$ cat src/rtl/seq_par_counter_bank_if.sv
// -----------------------------------------------------------------------------
// seq_par_counter_bank_if
// Control and status bundle for seq_par_counter_bank.
//   i_start    : request a run (honoured only while idle)
//   i_mode     : 0 = sequential schedule, 1 = parallel schedule
//   i_loop_cnt : iterations to run, 0 = free-run until i_stop
//   i_stop     : end the run at the next iteration boundary
//   i_clear    : zero all channels and the iteration count (idle only)
//   o_busy     : a run is in progress
//   o_done     : one-cycle pulse when a run has finished
//   o_iter     : completed iterations of the current/last run
//   o_ch_val   : channel i at bits [i*WIDTH +: WIDTH]
// The slave modport is the counter bank, the master modport its controller.
// -----------------------------------------------------------------------------
interface seq_par_counter_bank_if #(
  parameter int unsigned WIDTH    = 8,
  parameter int unsigned CHANNELS = 4
);
  logic                      i_start;
  logic                      i_mode;
  logic [7:0]                i_loop_cnt;
  logic                      i_stop;
  logic                      i_clear;
  logic                      o_busy;
  logic                      o_done;
  logic [7:0]                o_iter;
  logic [CHANNELS*WIDTH-1:0] o_ch_val;

  modport master (
    output i_start, i_mode, i_loop_cnt, i_stop, i_clear,
    input  o_busy, o_done, o_iter, o_ch_val
  );

  modport slave (
    input  i_start, i_mode, i_loop_cnt, i_stop, i_clear,
    output o_busy, o_done, o_iter, o_ch_val
  );
endinterface

$ cat src/rtl/seq_par_counter_bank.sv
// -----------------------------------------------------------------------------
// seq_par_counter_bank
// Bank of CHANNELS counters of WIDTH bits, advanced by a small FSM under either
// a sequential schedule (one channel per cycle, each derived from its
// predecessor) or a parallel schedule (every channel each cycle), for a
// programmable number of iterations.
// Ports:
//   clk : single clock, rising edge
//   rst : synchronous, active-high reset
//   bus : control/status bundle (slave side), see seq_par_counter_bank_if
// -----------------------------------------------------------------------------
module seq_par_counter_bank #(
  parameter int unsigned WIDTH    = 8,
  parameter int unsigned CHANNELS = 4,
  parameter int unsigned INC      = 2
) (
  input  logic                        clk,
  input  logic                        rst,
  seq_par_counter_bank_if.slave       bus
);

  localparam int unsigned SW = $clog2(CHANNELS);

  typedef enum logic [1:0] {
    S_IDLE    = 2'd0,
    S_RUN_SEQ = 2'd1,
    S_RUN_PAR = 2'd2,
    S_DONE    = 2'd3
  } state_t;

  state_t           r_state;
  logic [WIDTH-1:0] r_ch [CHANNELS];
  logic [SW-1:0]    r_step;
  logic [7:0]       r_iter;
  logic [7:0]       r_loop_cnt;
  logic             r_busy;
  logic             r_done;

  logic [7:0]       w_iter_next;
  logic             w_finish;
  logic             w_seq_last;

  // Parallel increment for channel idx, reduced mod 2^WIDTH.
  function automatic logic [WIDTH-1:0] par_inc(input int unsigned idx);
    par_inc = WIDTH'(INC * (idx + 32'd1));
  endfunction

  // Iteration-boundary decode: a run ends on reaching loop_cnt or on stop.
  always_comb begin
    w_iter_next = r_iter + 8'd1;
    w_seq_last  = (r_step == SW'(CHANNELS - 1));
    if (((r_loop_cnt != 8'd0) && (w_iter_next == r_loop_cnt)) || bus.i_stop) begin
      w_finish = 1'b1;
    end else begin
      w_finish = 1'b0;
    end
  end

  // Sequencing FSM with channel, iteration and status registers.
  always_ff @(posedge clk) begin
    if (rst) begin
      r_state    <= S_IDLE;
      r_step     <= {SW{1'b0}};
      r_iter     <= 8'd0;
      r_loop_cnt <= 8'd0;
      r_busy     <= 1'b0;
      r_done     <= 1'b0;
      for (int i = 0; i < CHANNELS; i++) begin
        r_ch[i] <= {WIDTH{1'b0}};
      end
    end else begin
      case (r_state)
        S_IDLE: begin
          r_done <= 1'b0;
          // clear takes priority; a simultaneous start is dropped
          if (bus.i_clear) begin
            r_iter <= 8'd0;
            for (int i = 0; i < CHANNELS; i++) begin
              r_ch[i] <= {WIDTH{1'b0}};
            end
          end else if (bus.i_start) begin
            r_loop_cnt <= bus.i_loop_cnt;
            r_iter     <= 8'd0;
            r_step     <= {SW{1'b0}};
            r_busy     <= 1'b1;
            r_state    <= bus.i_mode ? S_RUN_PAR : S_RUN_SEQ;
          end
        end

        S_RUN_SEQ: begin
          // Step s writes ch[s] from ch[s-1], which an earlier step of this
          // iteration already updated; step 0 feeds on itself.
          for (int i = 0; i < CHANNELS; i++) begin
            if (r_step == SW'(i)) begin
              r_ch[i] <= r_ch[(i == 0) ? 0 : i - 1] + WIDTH'(INC);
            end
          end
          if (w_seq_last) begin
            r_step <= {SW{1'b0}};
            r_iter <= w_iter_next;
            if (w_finish) begin
              r_busy  <= 1'b0;
              r_done  <= 1'b1;
              r_state <= S_DONE;
            end
          end else begin
            r_step <= r_step + SW'(1);
          end
        end

        S_RUN_PAR: begin
          for (int i = 0; i < CHANNELS; i++) begin
            r_ch[i] <= r_ch[i] + par_inc(i);
          end
          r_iter <= w_iter_next;
          if (w_finish) begin
            r_busy  <= 1'b0;
            r_done  <= 1'b1;
            r_state <= S_DONE;
          end
        end

        S_DONE: begin
          r_done  <= 1'b0;
          r_state <= S_IDLE;
        end

        default: begin
          r_state <= S_IDLE;
          r_busy  <= 1'b0;
          r_done  <= 1'b0;
          r_step  <= {SW{1'b0}};
        end
      endcase
    end
  end

  // Status outputs come straight from registers.
  assign bus.o_busy = r_busy;
  assign bus.o_done = r_done;
  assign bus.o_iter = r_iter;

  // Pack channel registers onto the flat output bus.
  for (genvar g = 0; g < CHANNELS; g++) begin : g_pack
    assign bus.o_ch_val[g*WIDTH +: WIDTH] = r_ch[g];
  end

endmodule

$ cat src/flat_wrapper.sv
// flat-port wrapper written by rule: the top's interface ports become plain ports
module seq_par_counter_bank_flat 
#(
  parameter int unsigned WIDTH    = 8,
  parameter int unsigned CHANNELS = 4,
  parameter int unsigned INC      = 2
)
  (clk, rst, bus_i_start, bus_i_mode, bus_i_loop_cnt, bus_i_stop, bus_i_clear, bus_o_busy, bus_o_done, bus_o_iter, bus_o_ch_val);
  seq_par_counter_bank_if #(.WIDTH(WIDTH), .CHANNELS(CHANNELS)) bus_i ();
  input  logic clk;
  input  logic rst;
  input wire logic [$bits(bus_i.i_start)-1:0] bus_i_start;
  input wire logic [$bits(bus_i.i_mode)-1:0] bus_i_mode;
  input wire logic [$bits(bus_i.i_loop_cnt)-1:0] bus_i_loop_cnt;
  input wire logic [$bits(bus_i.i_stop)-1:0] bus_i_stop;
  input wire logic [$bits(bus_i.i_clear)-1:0] bus_i_clear;
  output wire logic [$bits(bus_i.o_busy)-1:0] bus_o_busy;
  output wire logic [$bits(bus_i.o_done)-1:0] bus_o_done;
  output wire logic [$bits(bus_i.o_iter)-1:0] bus_o_iter;
  output wire logic [$bits(bus_i.o_ch_val)-1:0] bus_o_ch_val;
  assign bus_i.i_start = bus_i_start;
  assign bus_i.i_mode = bus_i_mode;
  assign bus_i.i_loop_cnt = bus_i_loop_cnt;
  assign bus_i.i_stop = bus_i_stop;
  assign bus_i.i_clear = bus_i_clear;
  assign bus_o_busy = bus_i.o_busy;
  assign bus_o_done = bus_i.o_done;
  assign bus_o_iter = bus_i.o_iter;
  assign bus_o_ch_val = bus_i.o_ch_val;
  seq_par_counter_bank #(.WIDTH(WIDTH), .CHANNELS(CHANNELS), .INC(INC)) u_core (.clk(clk), .rst(rst), .bus(bus_i));
endmodule
$ cat config.mk
export PLATFORM = sky130hd
export DESIGN_NAME = seq_par_counter_bank_flat
export DESIGN_NICKNAME = d
export VERILOG_FILES = /design/src/rtl/seq_par_counter_bank_if.sv /design/src/rtl/seq_par_counter_bank.sv /design/src/flat_wrapper.sv
export SDC_FILE = /design/constraint.sdc
export NUM_CORES = 1
export LEC_CHECK = 0
export ABC_CLOCK_PERIOD_IN_PS = 6100
export CAP_MARGIN = 0
export CORE_MARGIN = 2
export CORE_UTILIZATION = 41
export CTS_BUF_LIST = sky130_fd_sc_hd__clkbuf_4 sky130_fd_sc_hd__clkbuf_8
export DETAILED_ROUTE_END_ITERATION = 12
export GPL_TIMING_DRIVEN = 0
export PLACE_DENSITY = 0.62
export SLEW_MARGIN = 20
export SYNTH_ARGS = -nofsm -noshare
export SYNTH_HDL_FRONTEND = slang
export SYNTH_SLANG_ARGS = --single-unit
export TNS_END_PERCENT = 1
$ cat constraint.sdc
create_clock -name clk -period 6.1 [get_ports clk]
set_clock_uncertainty 0.1 [all_clocks]
set_input_delay 0.915 -clock clk [delete_from_list [all_inputs] [get_ports clk]]
set_output_delay 0.915 -clock clk [all_outputs]
set_load 0.005 [all_outputs]
==> Word level (Yosys, flattened, before mapping) <==
Memory sizes are Yosys's and may differ from the RTL's.
Index checks and enable logic that the tools add are counted.
{ "word_totals": {"wordCells": 112, "output_inout_bits": 42, "ram_bits": 32, "mem_bits_ro": 0, "inputBits": 14, "memories": 1, "latchBits": 0, "regBits": 22} }
{ "classes": {"shifts": 0, "n_eq_ne": 11, "bitwise_logic": 13, "magnitude_cmp": 0, "reduce_logical": 13, "div_mod_pow": 0, "add_sub_neg": 8, "mul": 0, "muxes": 60} }
{ "mem_list": {"columns": ["memory", "words", "word_bits", "rd", "rd_clocked_by_memory_dff", "wr", "line", "text"], "rows": [
  ["u_core.r_ch", 4, 8, 4, 0, 4, "seq_par_counter_bank.sv:32", "logic [WIDTH-1:0] r_ch [CHANNELS];"]
]} }
{ "op_table": {"columns": ["cell", "n"], "rows": [
  ["2-to-1 mux 8 bit", 15],
  ["2-to-1 mux 1 bit", 32],
  ["adder 8 x 2 -> 8 bit (second input constant)", 3],
  ["case mux 8 bit (3 select lines)", 1],
  ["adder 8 x 3 -> 8 bit (second input constant)", 2],
  ["2-to-1 mux 2 bit", 8],
  ["OR 1 bit", 12],
  ["AND reduction 3 bit", 4],
  ["adder 8 x 1 -> 8 bit (second input constant)", 1],
  ["adder 8 x 4 -> 8 bit (second input constant)", 1],
  ["equality test 2 bit (second input constant)", 4],
  ["equality test 8 bit", 1],
  ["case mux 2 bit (4 select lines)", 1],
  ["nonzero test 8 bit", 1],
  ["case mux 1 bit (3 select lines)", 2],
  ["equality test 2 x 1 -> 1 bit (second input constant)", 2],
  ["zero test 2 bit", 2],
  ["inequality test 2 bit (second input constant)", 2],
  ["case mux 2 bit (2 select lines)", 1],
  ["AND reduction 4 bit", 1],
  ["inequality test 3 bit (second input constant)", 1],
  ["nonzero test 3 bit", 1],
  ["adder 2 x 1 -> 2 bit (second input constant)", 1],
  ["inequality test 2 x 1 -> 1 bit (second input constant)", 1],
  ["other kinds (5)", 5]
]} }

==> Depth between registers and ports, before layout <==
{ "logic_depth": {"ltp_word": 8, "mapped_depth": 10, "depth_no_buf": 8} }

==> Worst setup path before layout <==
OpenSTA, ideal clock, no wires.
{ "synth_timing": {"path_kind": "flip-flop to flip-flop", "from": "register u_core.r_iter[0], in the netlist u_core.bus.o_iter[0]", "to": "register u_core.r_state[0]", "setup_time_ps": 87, "period_less_slack_ps": 2412, "t_arrival_ps": 2225, "path_buffers": 0, "slack_ps": 3688, "required_ps": 5913, "path_stages_with_launch": 8, "cell_sequence": "dfxtp_1 -> ha_1 -> nand3_1 -> or3_1 -> a222oi_1 -> a21oi_1 -> or4_1 -> o31ai_1"} }
{ "synth_via": {"elab_chain_cells": 8} }
{ "synth_rtl": {"columns": ["element", "line", "text"], "rows": [
  ["start, declared", "seq_par_counter_bank.sv:34", "logic [7:0] r_iter;"],
  ["start signal, assigned", "seq_par_counter_bank.sv:100", "r_iter <= w_iter_next;"],
  ["start signal, assigned", "seq_par_counter_bank.sv:115", "r_iter <= w_iter_next;"],
  ["adder 8 x 1 -> 8 bit *", "seq_par_counter_bank.sv:50", "w_iter_next = r_iter + 8'd1;"],
  ["equality test 8 bit *", "seq_par_counter_bank.sv:52", "if (((r_loop_cnt != 8'd0) && (w_iter_next == r_loop_cnt)) || bus.i_stop) begin"],
  ["logical AND 1 bit *", "seq_par_counter_bank.sv:52", null],
  ["logical OR 1 bit *", "seq_par_counter_bank.sv:52", null],
  ["2-to-1 mux 1 bit *", "seq_par_counter_bank.sv:52", null],
  ["2-to-1 mux 2 bit *", null, null],
  ["2-to-1 mux 2 bit", null, null],
  ["case mux 2 bit (4 select lines) *", null, null],
  ["end signal, assigned", "seq_par_counter_bank.sv:86", "r_state <= bus.i_mode ? S_RUN_PAR : S_RUN_SEQ;"],
  ["end, declared", "seq_par_counter_bank.sv:31", "state_t r_state;"]
]} }
Mark *: on every way between the ends. The rest lies on a longest branch, timed or not. The select of a mux whose other input is x is not followed.
A chain may end at the register's enable or synchronous reset.

==> Worst setup path after layout <==
{ "layout_timing": {"from": "register u_core.r_iter[0], in the netlist u_core.bus.o_iter[0]", "to": "register u_core.r_state[1]"} }
Same word-level chain as after synthesis.

==> report_table.html <==
<table>
<tr><th>Metric</th><th>Value</th></tr>
<tr><th colspan="2">Run status</th></tr>
<tr><td>Outcome</td><td>finished clean</td></tr>
<tr><th colspan="2">Worst setup path</th></tr>
<tr><td>Maximum fanout count along the critical path</td><td>7</td></tr>
<tr><td>Startpoint types</td><td>flop</td></tr>
<tr><td>Stages on worst setup path</td><td>7</td></tr>
<tr><td>Crit path cell chain</td><td>ha_1 &gt; nand3_1 &gt; or3_1 &gt; a222oi_1 &gt; a21oi_1 &gt; or4_1 &gt; o31ai_1</td></tr>
<tr><td>Launch point of the worst path</td><td>u_core.bus.o_iter[0]</td></tr>
<tr><td>Setup slack, reg-to-reg</td><td>3.24 ns</td></tr>
<tr><td>Slowest cell on the critical path</td><td>or4_1</td></tr>
<tr><td>CP Capture Type</td><td>flop</td></tr>
<tr><td>Max stage delay on crit path</td><td>0.51 ns</td></tr>
<tr><td>Worst setup path endpoint</td><td>u_core.r_state[1]</td></tr>
<tr><td>Launching point of the worst reg2reg path</td><td>u_core.bus.o_iter[0]</td></tr>
<tr><td>Worst endpoint data arrival time</td><td>between 2 and 3 ns</td></tr>
<tr><td>Buffers plus inverters on the worst setup path</td><td>0</td></tr>
<tr><td>R2R Path End</td><td>u_core.r_state[1]</td></tr>
<tr><td>Top delay family on crit path</td><td>simple AND/OR/NAND/NOR gates</td></tr>
<tr><td>Register-to-Register Path Depth</td><td>7</td></tr>
<tr><td>Worst Setup Path Type</td><td>reg -&gt; reg</td></tr>
<tr><td>Required arrival time at the worst endpoint</td><td>6.21 ns</td></tr>
<tr><th colspan="2">Detailed routing</th></tr>
<tr><td>Average wire per standard cell</td><td>between 10 and 15 µm</td></tr>
<tr><td>Number of vias per cell after detailed routing</td><td>between 5 and 6</td></tr>
<tr><td>DRC errors left</td><td>0</td></tr>
<tr><td>Routed wire length</td><td>7.13 mm</td></tr>
<tr><td>Pre-antenna DRT Iters</td><td>4</td></tr>
<tr><td>Number of nets with antenna violations after detailed routing</td><td>0</td></tr>
<tr><td>Via count</td><td>2728</td></tr>
<tr><td>Count of routing violations after the opening detailed-route iteration</td><td>128</td></tr>
<tr><th colspan="2">Global route</th></tr>
<tr><td>Number of antenna violations at the first check in global routing</td><td>0</td></tr>
<tr><td>Number of global-route vias before repair</td><td>about 2400</td></tr>
<tr><td>Maximum number of pins on one net before global-route repair</td><td>15</td></tr>
<tr><td>All-Layer GR Usage</td><td>0.182</td></tr>
<tr><td>Global-route wire length before repair</td><td>11.5 mm</td></tr>
<tr><td>Remaining global-route overflow</td><td>0</td></tr>
<tr><th colspan="2">STA</th></tr>
<tr><td>Worst-margin pin slew</td><td>a little under 0.7 ns</td></tr>
<tr><td>Slew Limit Fails</td><td>0</td></tr>
<tr><td>Total setup violations reported at the end of the flow</td><td>0</td></tr>
<tr><td>Hold Worst Slack</td><td>around 0.38 ns</td></tr>
<tr><td>Final period util</td><td>0.468</td></tr>
<tr><td>Worst relative slew slack</td><td>0.536</td></tr>
<tr><td>Unrepaired setup endpoints after global routing</td><td>no</td></tr>
<tr><td>Peak clock frequency supported by timing</td><td>350 MHz</td></tr>
<tr><td>Clock period minus worst slack</td><td>2.86 ns</td></tr>
<tr><td>Total Neg Setup Slack</td><td>0 ns</td></tr>
<tr><td>Final number of hold-violating endpoints</td><td>0</td></tr>
<tr><th colspan="2">Synthesis</th></tr>
<tr><td>Post-synthesis cell type count</td><td>54</td></tr>
<tr><td>Fraction of post-synthesis cell area in the top cell type by area</td><td>0.240</td></tr>
<tr><td>Netlist area before placement</td><td>3000 µm²</td></tr>
<tr><td>Fraction of registers with async set/reset</td><td>0</td></tr>
<tr><td>Sequential fraction of the synthesis area</td><td>0.381</td></tr>
<tr><td>Xor/xnor cell area share of the yosys netlist</td><td>0.0818</td></tr>
<tr><td>Yosys synthesis warning count</td><td>0</td></tr>
<tr><td>Biggest area consumer among synthesized cells</td><td>dfxtp_1</td></tr>
<tr><td>Top post-synthesis cells by count</td><td>nor2_1, dfxtp_1, nand2_1</td></tr>
<tr><td>Compound-Gate Fraction of Synth Area</td><td>0.173</td></tr>
<tr><td>Synth Flop Type</td><td>dfxtp_1</td></tr>
<tr><td>Arithmetic-cell share of the synthesized area counting full adders, half adders and majority gates</td><td>0.0626</td></tr>
<tr><td>Total of flip-flops plus latches after synthesis</td><td>50</td></tr>
<tr><td>Largest cells by area after synthesis</td><td>dfxtp_1, edfxtp_1, ha_1</td></tr>
<tr><td>Count leader, synth</td><td>nor2_1</td></tr>
<tr><td>Post-synthesis area per instance</td><td>about 8.4 µm²</td></tr>
<tr><td>Synth Area in Simple Gates</td><td>0.223</td></tr>
<tr><td>Dominant combinational cell family by area after synthesis</td><td>simple AND/OR/NAND/NOR gates</td></tr>
<tr><td>Multiplexer share of the synthesized area</td><td>0.0301</td></tr>
<tr><td>Number of synthesized flops with an enable pin</td><td>14</td></tr>
<tr><td>Synthesized instance count</td><td>355</td></tr>
<tr><th colspan="2">Power and ir drop</th></tr>
<tr><td>Sequential fraction of design power</td><td>0.399</td></tr>
<tr><td>Leakage Power</td><td>0.00137 µW</td></tr>
<tr><td>Internal Dissipation</td><td>776 µW</td></tr>
<tr><td>Switching power as a share of total power</td><td>0.396</td></tr>
<tr><td>Switching component of the power</td><td>508 µW</td></tr>
<tr><td>Clk pwr share</td><td>0.146</td></tr>
<tr><td>Worst vdd rail ir drop</td><td>0.154 mV</td></tr>
<tr><td>Power per cell area</td><td>346 nW/µm²</td></tr>
<tr><td>Power share of the combinational group</td><td>0.455</td></tr>
<tr><th colspan="2">Final layout</th></tr>
<tr><td>Fill cell count</td><td>713</td></tr>
<tr><td>Layout area overhead</td><td>23.8%</td></tr>
<tr><td>Fraction of final layout cells with drive strength greater than 1</td><td>0.0434</td></tr>
<tr><td>Final-stage net count</td><td>444</td></tr>
<tr><td>Diode insertion count for antenna repair</td><td>0</td></tr>
<tr><th colspan="2">Clock tree</th></tr>
<tr><td>Insertion delay of the later-clocked pin in the worst-skew pair</td><td>0.30 ns</td></tr>
<tr><td>Post-CTS Hold Buffers</td><td>0</td></tr>
<tr><td>Count of H-tree levels built during CTS</td><td>2</td></tr>
<tr><td>Count of buffers added by post-CTS timing repair for setup</td><td>0</td></tr>
<tr><td>Root buffer cell</td><td>clkbuf_8</td></tr>
<tr><td>Bufs on Longest Clock Path</td><td>2</td></tr>
<tr><td>Number of buffers inserted during clock tree synthesis</td><td>5</td></tr>
<tr><td>Clock tree sinks</td><td>50</td></tr>
<tr><td>CTS tree</td><td>built</td></tr>
<tr><td>Post_cts resized</td><td>0</td></tr>
<tr><td>Clock-pin slew on the worst setup and hold paths</td><td>0.09 ns</td></tr>
<tr><th colspan="2">Placement</th></tr>
<tr><td>Quantity of I/O buffers inserted on ports</td><td>50</td></tr>
<tr><td>Placer's final routability congestion estimate</td><td>slightly above 0.8</td></tr>
<tr><td>DPL Wire Length</td><td>5.40 mm</td></tr>
<tr><th colspan="2">Run</th></tr>
<tr><td>Total of max-cap violations</td><td>0</td></tr>
<tr><th colspan="2">Die</th></tr>
<tr><td>Floorplan die area</td><td>8010 µm²</td></tr>
<tr><td>DIE WIDTH</td><td>89.5 µm</td></tr>
<tr><td>Core footprint</td><td>7180 µm²</td></tr>
<tr><td>Number of rows created at floorplan</td><td>31</td></tr>
<tr><td>Ports</td><td>56</td></tr>
<tr><td>Effective utilization at floorplan</td><td>0.418</td></tr>
<tr><td>Die H</td><td>89.5 µm</td></tr>
<tr><th colspan="2">Min path</th></tr>
<tr><td>Type of the worst min-delay path</td><td>reg -&gt; reg</td></tr>
<tr><td>Worst Hold Depth</td><td>2</td></tr>
</table>
## sequential cells by signal, summed over array words and instances (netlist names)
name / cells
u_core.bus.o_busy: 1
u_core.r_ch: 28
u_core.bus.o_iter: 8
u_core.bus.o_done: 1
u_core.r_state: 2
u_core.r_step: 2
u_core.r_loop_cnt: 8
## layout by cell type (no fill, tap or decap), types with 15 or more instances in the layout
cell type,count
nor2_1,42
nand2_1,31
nand3_1,18
dfxtp_1,36
ha_1,15
o21ai_0,17
xor2_1,15
a21oi_1,26
clkdlybuf4s50_1,50
clkbuf_1,15
## layout make-up
type | count | area, µm² | share of cell area
Multi-Input combinational cell | 276 | 1730 | 0.465
Buffer | 22 | 104 | 0.0280
Clock inverter | 2 | 10.0 | 0.00270
Clock buffer | 5 | 68.8 | 0.0185
Sequential cell | 50 | 1140 | 0.307
Inverter | 10 | 37.5 | 0.0101
Tap cell | 99 | 124 | 0.0334
Timing Repair Buffer | 50 | 500 | 0.135
## metrics by stage
step	cells	total power, µW	setup WS [ns]	instance area [µm²]	utilization
5_1_grt	514	1380	3.07	3710	0.517
6_report	514	1280	3.24	3710	0.517
3_5_place_dp	507	1100	3.19	3630	0.506
4_1_cts	514	1290	3.23	3710	0.517
2_1_floorplan	358	858	3.69	3010	-
3_3_place_gp	507	1100	3.19	3630	0.506
## power groups by stage
stage | Combinational (µW) | Clock, µW | Sequential, µW
4_1_cts | 586 | 193 | 513
2_1_floorplan | 349 | 0 | 509
5_1_grt | 651 | 205 | 525
3_3_place_gp | 579 | 0 | 519
6_report | 584 | 187 | 513
3_5_place_dp | 583 | 0 | 521
## metal layers
metal	track usage	up-vias	share of wire
met5	0	-	0
met2	0.284	61	0.46
li1	-	1382	-
met1	0.265	1281	0.49
met3	0.0360	4	0.045
met4	0.0299	0	0.0077
## worst register-to-register path, stage by stage, from the launching register on
cell,delay [ns]
dfxtp_1,0.48
ha_1,0.34
nand3_1,0.22
or3_1,0.41
a222oi_1,0.44
a21oi_1,0.20
or4_1,0.51
o31ai_1,0.08
## kinds of logic after synthesis
family	count (synthesis)
buf+inv	32
mux	9
fa+ha+maj	15
simple gates	138
flops	50
other cells	1
xor+xnor	28
compound gates	82
## how the worst min path moves through the flow
stage,startpoint,endpoint,slack (ns)
6_report,u_core.bus.o_busy,u_core.bus.o_busy,0.38
3_3_place_gp,u_core.bus.o_busy,u_core.bus.o_busy,0.37
5_1_grt,u_core.bus.o_busy,u_core.bus.o_busy,0.41
3_5_place_dp,u_core.bus.o_busy,u_core.bus.o_busy,0.36
2_1_floorplan,u_core.bus.o_busy,u_core.bus.o_busy,0.36
4_1_cts,u_core.bus.o_busy,u_core.bus.o_busy,0.38
(Power assumes the default switching activity.)
==> RTL change: new RTL, config.mk and constraints unchanged <==
Re-encode `state_t` (4 states) as one-hot, 4 bits wide.
--- a/src/rtl/seq_par_counter_bank.sv
+++ b/src/rtl/seq_par_counter_bank.sv
@@ -23,7 +23,7 @@
 
-  typedef enum logic [1:0] {
-    S_IDLE    = 2'd0,
-    S_RUN_SEQ = 2'd1,
-    S_RUN_PAR = 2'd2,
-    S_DONE    = 2'd3
+  typedef enum logic [3:0] {
+    S_IDLE    = 4'b0001,
+    S_RUN_SEQ = 4'b0010,
+    S_RUN_PAR = 4'b0100,
+    S_DONE    = 4'b1000
   } state_t;
Behaviour: same outputs for any inputs over 10 cycles, from zero or initial values and one cycle with rst high; not proved beyond that.
==> RTL change against the unedited design <==
Sequential share of layout area down 0.77 points; sequential cell count increased by 2; routed wire length up 3.1%; final area up 6.2%; hold slack gained 0.0065 ns; synthesized area grew 7.2%; global-route usage is 0.29 points lower; setup slack better by 0.085 ns; highest routed layer unchanged.
Power is not compared: it rests on default switching activity, and its combinational part moved more than twofold at a synthesized area within 25%.
==> RTL change: results (changes against the unedited design) <==
| Metric | Value |
|---|---|
| Status | `complete, no violations` |
| CP Class | `input port to flop` |
| Placed insts | `518 (+2.2%)` |
| Crit path from | `bus_i_clear` |
| Cell area after placement | `0.00385 sq mm (+6.0%)` |
| Worst-path clk slew | `0.11 ns (+0.02 ns)` |
| Met3 Usage GRT | `2.93% (-0.67 points)` |
| Synth Area in Compound Gates | `19.7% (+2.3 points)` |
| Slew margin rel. | `53.5% (-0.15 points)` |
| Setup slack after layout | `3.33 ns (+0.0847 ns)` |
| Fraction of synthesized area in multiplexers | `1.44% (-1.6 points)` |
| Largest net degree at the start of global routing | `18 (+3)` |
| Share of layout cells above drive strength 1 | `11.1% (+6.7 points)` |
| Synth unique cells | `66 (+22%)` |
| CP max stage cell | `nor2_1` |
| XOR/XNOR share of the synthesized area | `7.36% (-0.82 points)` |
| Crit path DAT | `2.66 ns (-0.31 ns)` |
| Post-synth top cells | `nor2_1, dfxtp_1, nand2_1` |
| Crit-path max FO | `9 (+2)` |
| Total GRT Usage | `17.9% (-0.29 points)` |
| Vias | `2773 (+1.6%)` |
| Reg-to-Reg End | `u_core.r_ch[0][14]` |
| Seq/Total Area, Yosys | `36.8% (-1.3 points)` |
| Biggest cell delay along the critical path | `0.56 ns (+0.05 ns)` |
| Final net count | `448 (+0.90%)` |
RTL change: changes by cell type after synthesis, sizes merged, moves of 4 or more:
cell and delta:
ha -4, a31oi -4, nand2b +5, nand3b +4, o21ai +6, buf +6
nor2 +4, clkbuf -8, mux2i -7
RTL change: routing by layer:
metal	part of all wire, %	vias up
li1	-	1415
met1	49	1299
met2	46	54
met3	3.9	5
met4	0.83	0
met5	0	-
RTL change: logic make-up (layout without fill, tap and decap cells):
group	after synthesis	count (layout)
buf+inv	30	88
flops	52	52
mux	4	4
fa+ha+maj	11	11
simple gates	152	152
compound gates	86	86
xor+xnor	27	27
other cells	1	4
RTL change: cell type report:
type	instances	area, sq um
sequential	52	1180
fill	755	3710
tap	102	128
clock buffer	5	68.8
clock inverter	3	20.0
inverter	10	37.5
timing repair buffer	50	500
buffer	20	123
multi-input combinational	284	1880
RTL change: power by group:
group	switching, mW	internal, mW
combinational	0.0993	0.0955
sequential	0.0291	0.379
clock	0.123	0.0822
total	0.252	0.556
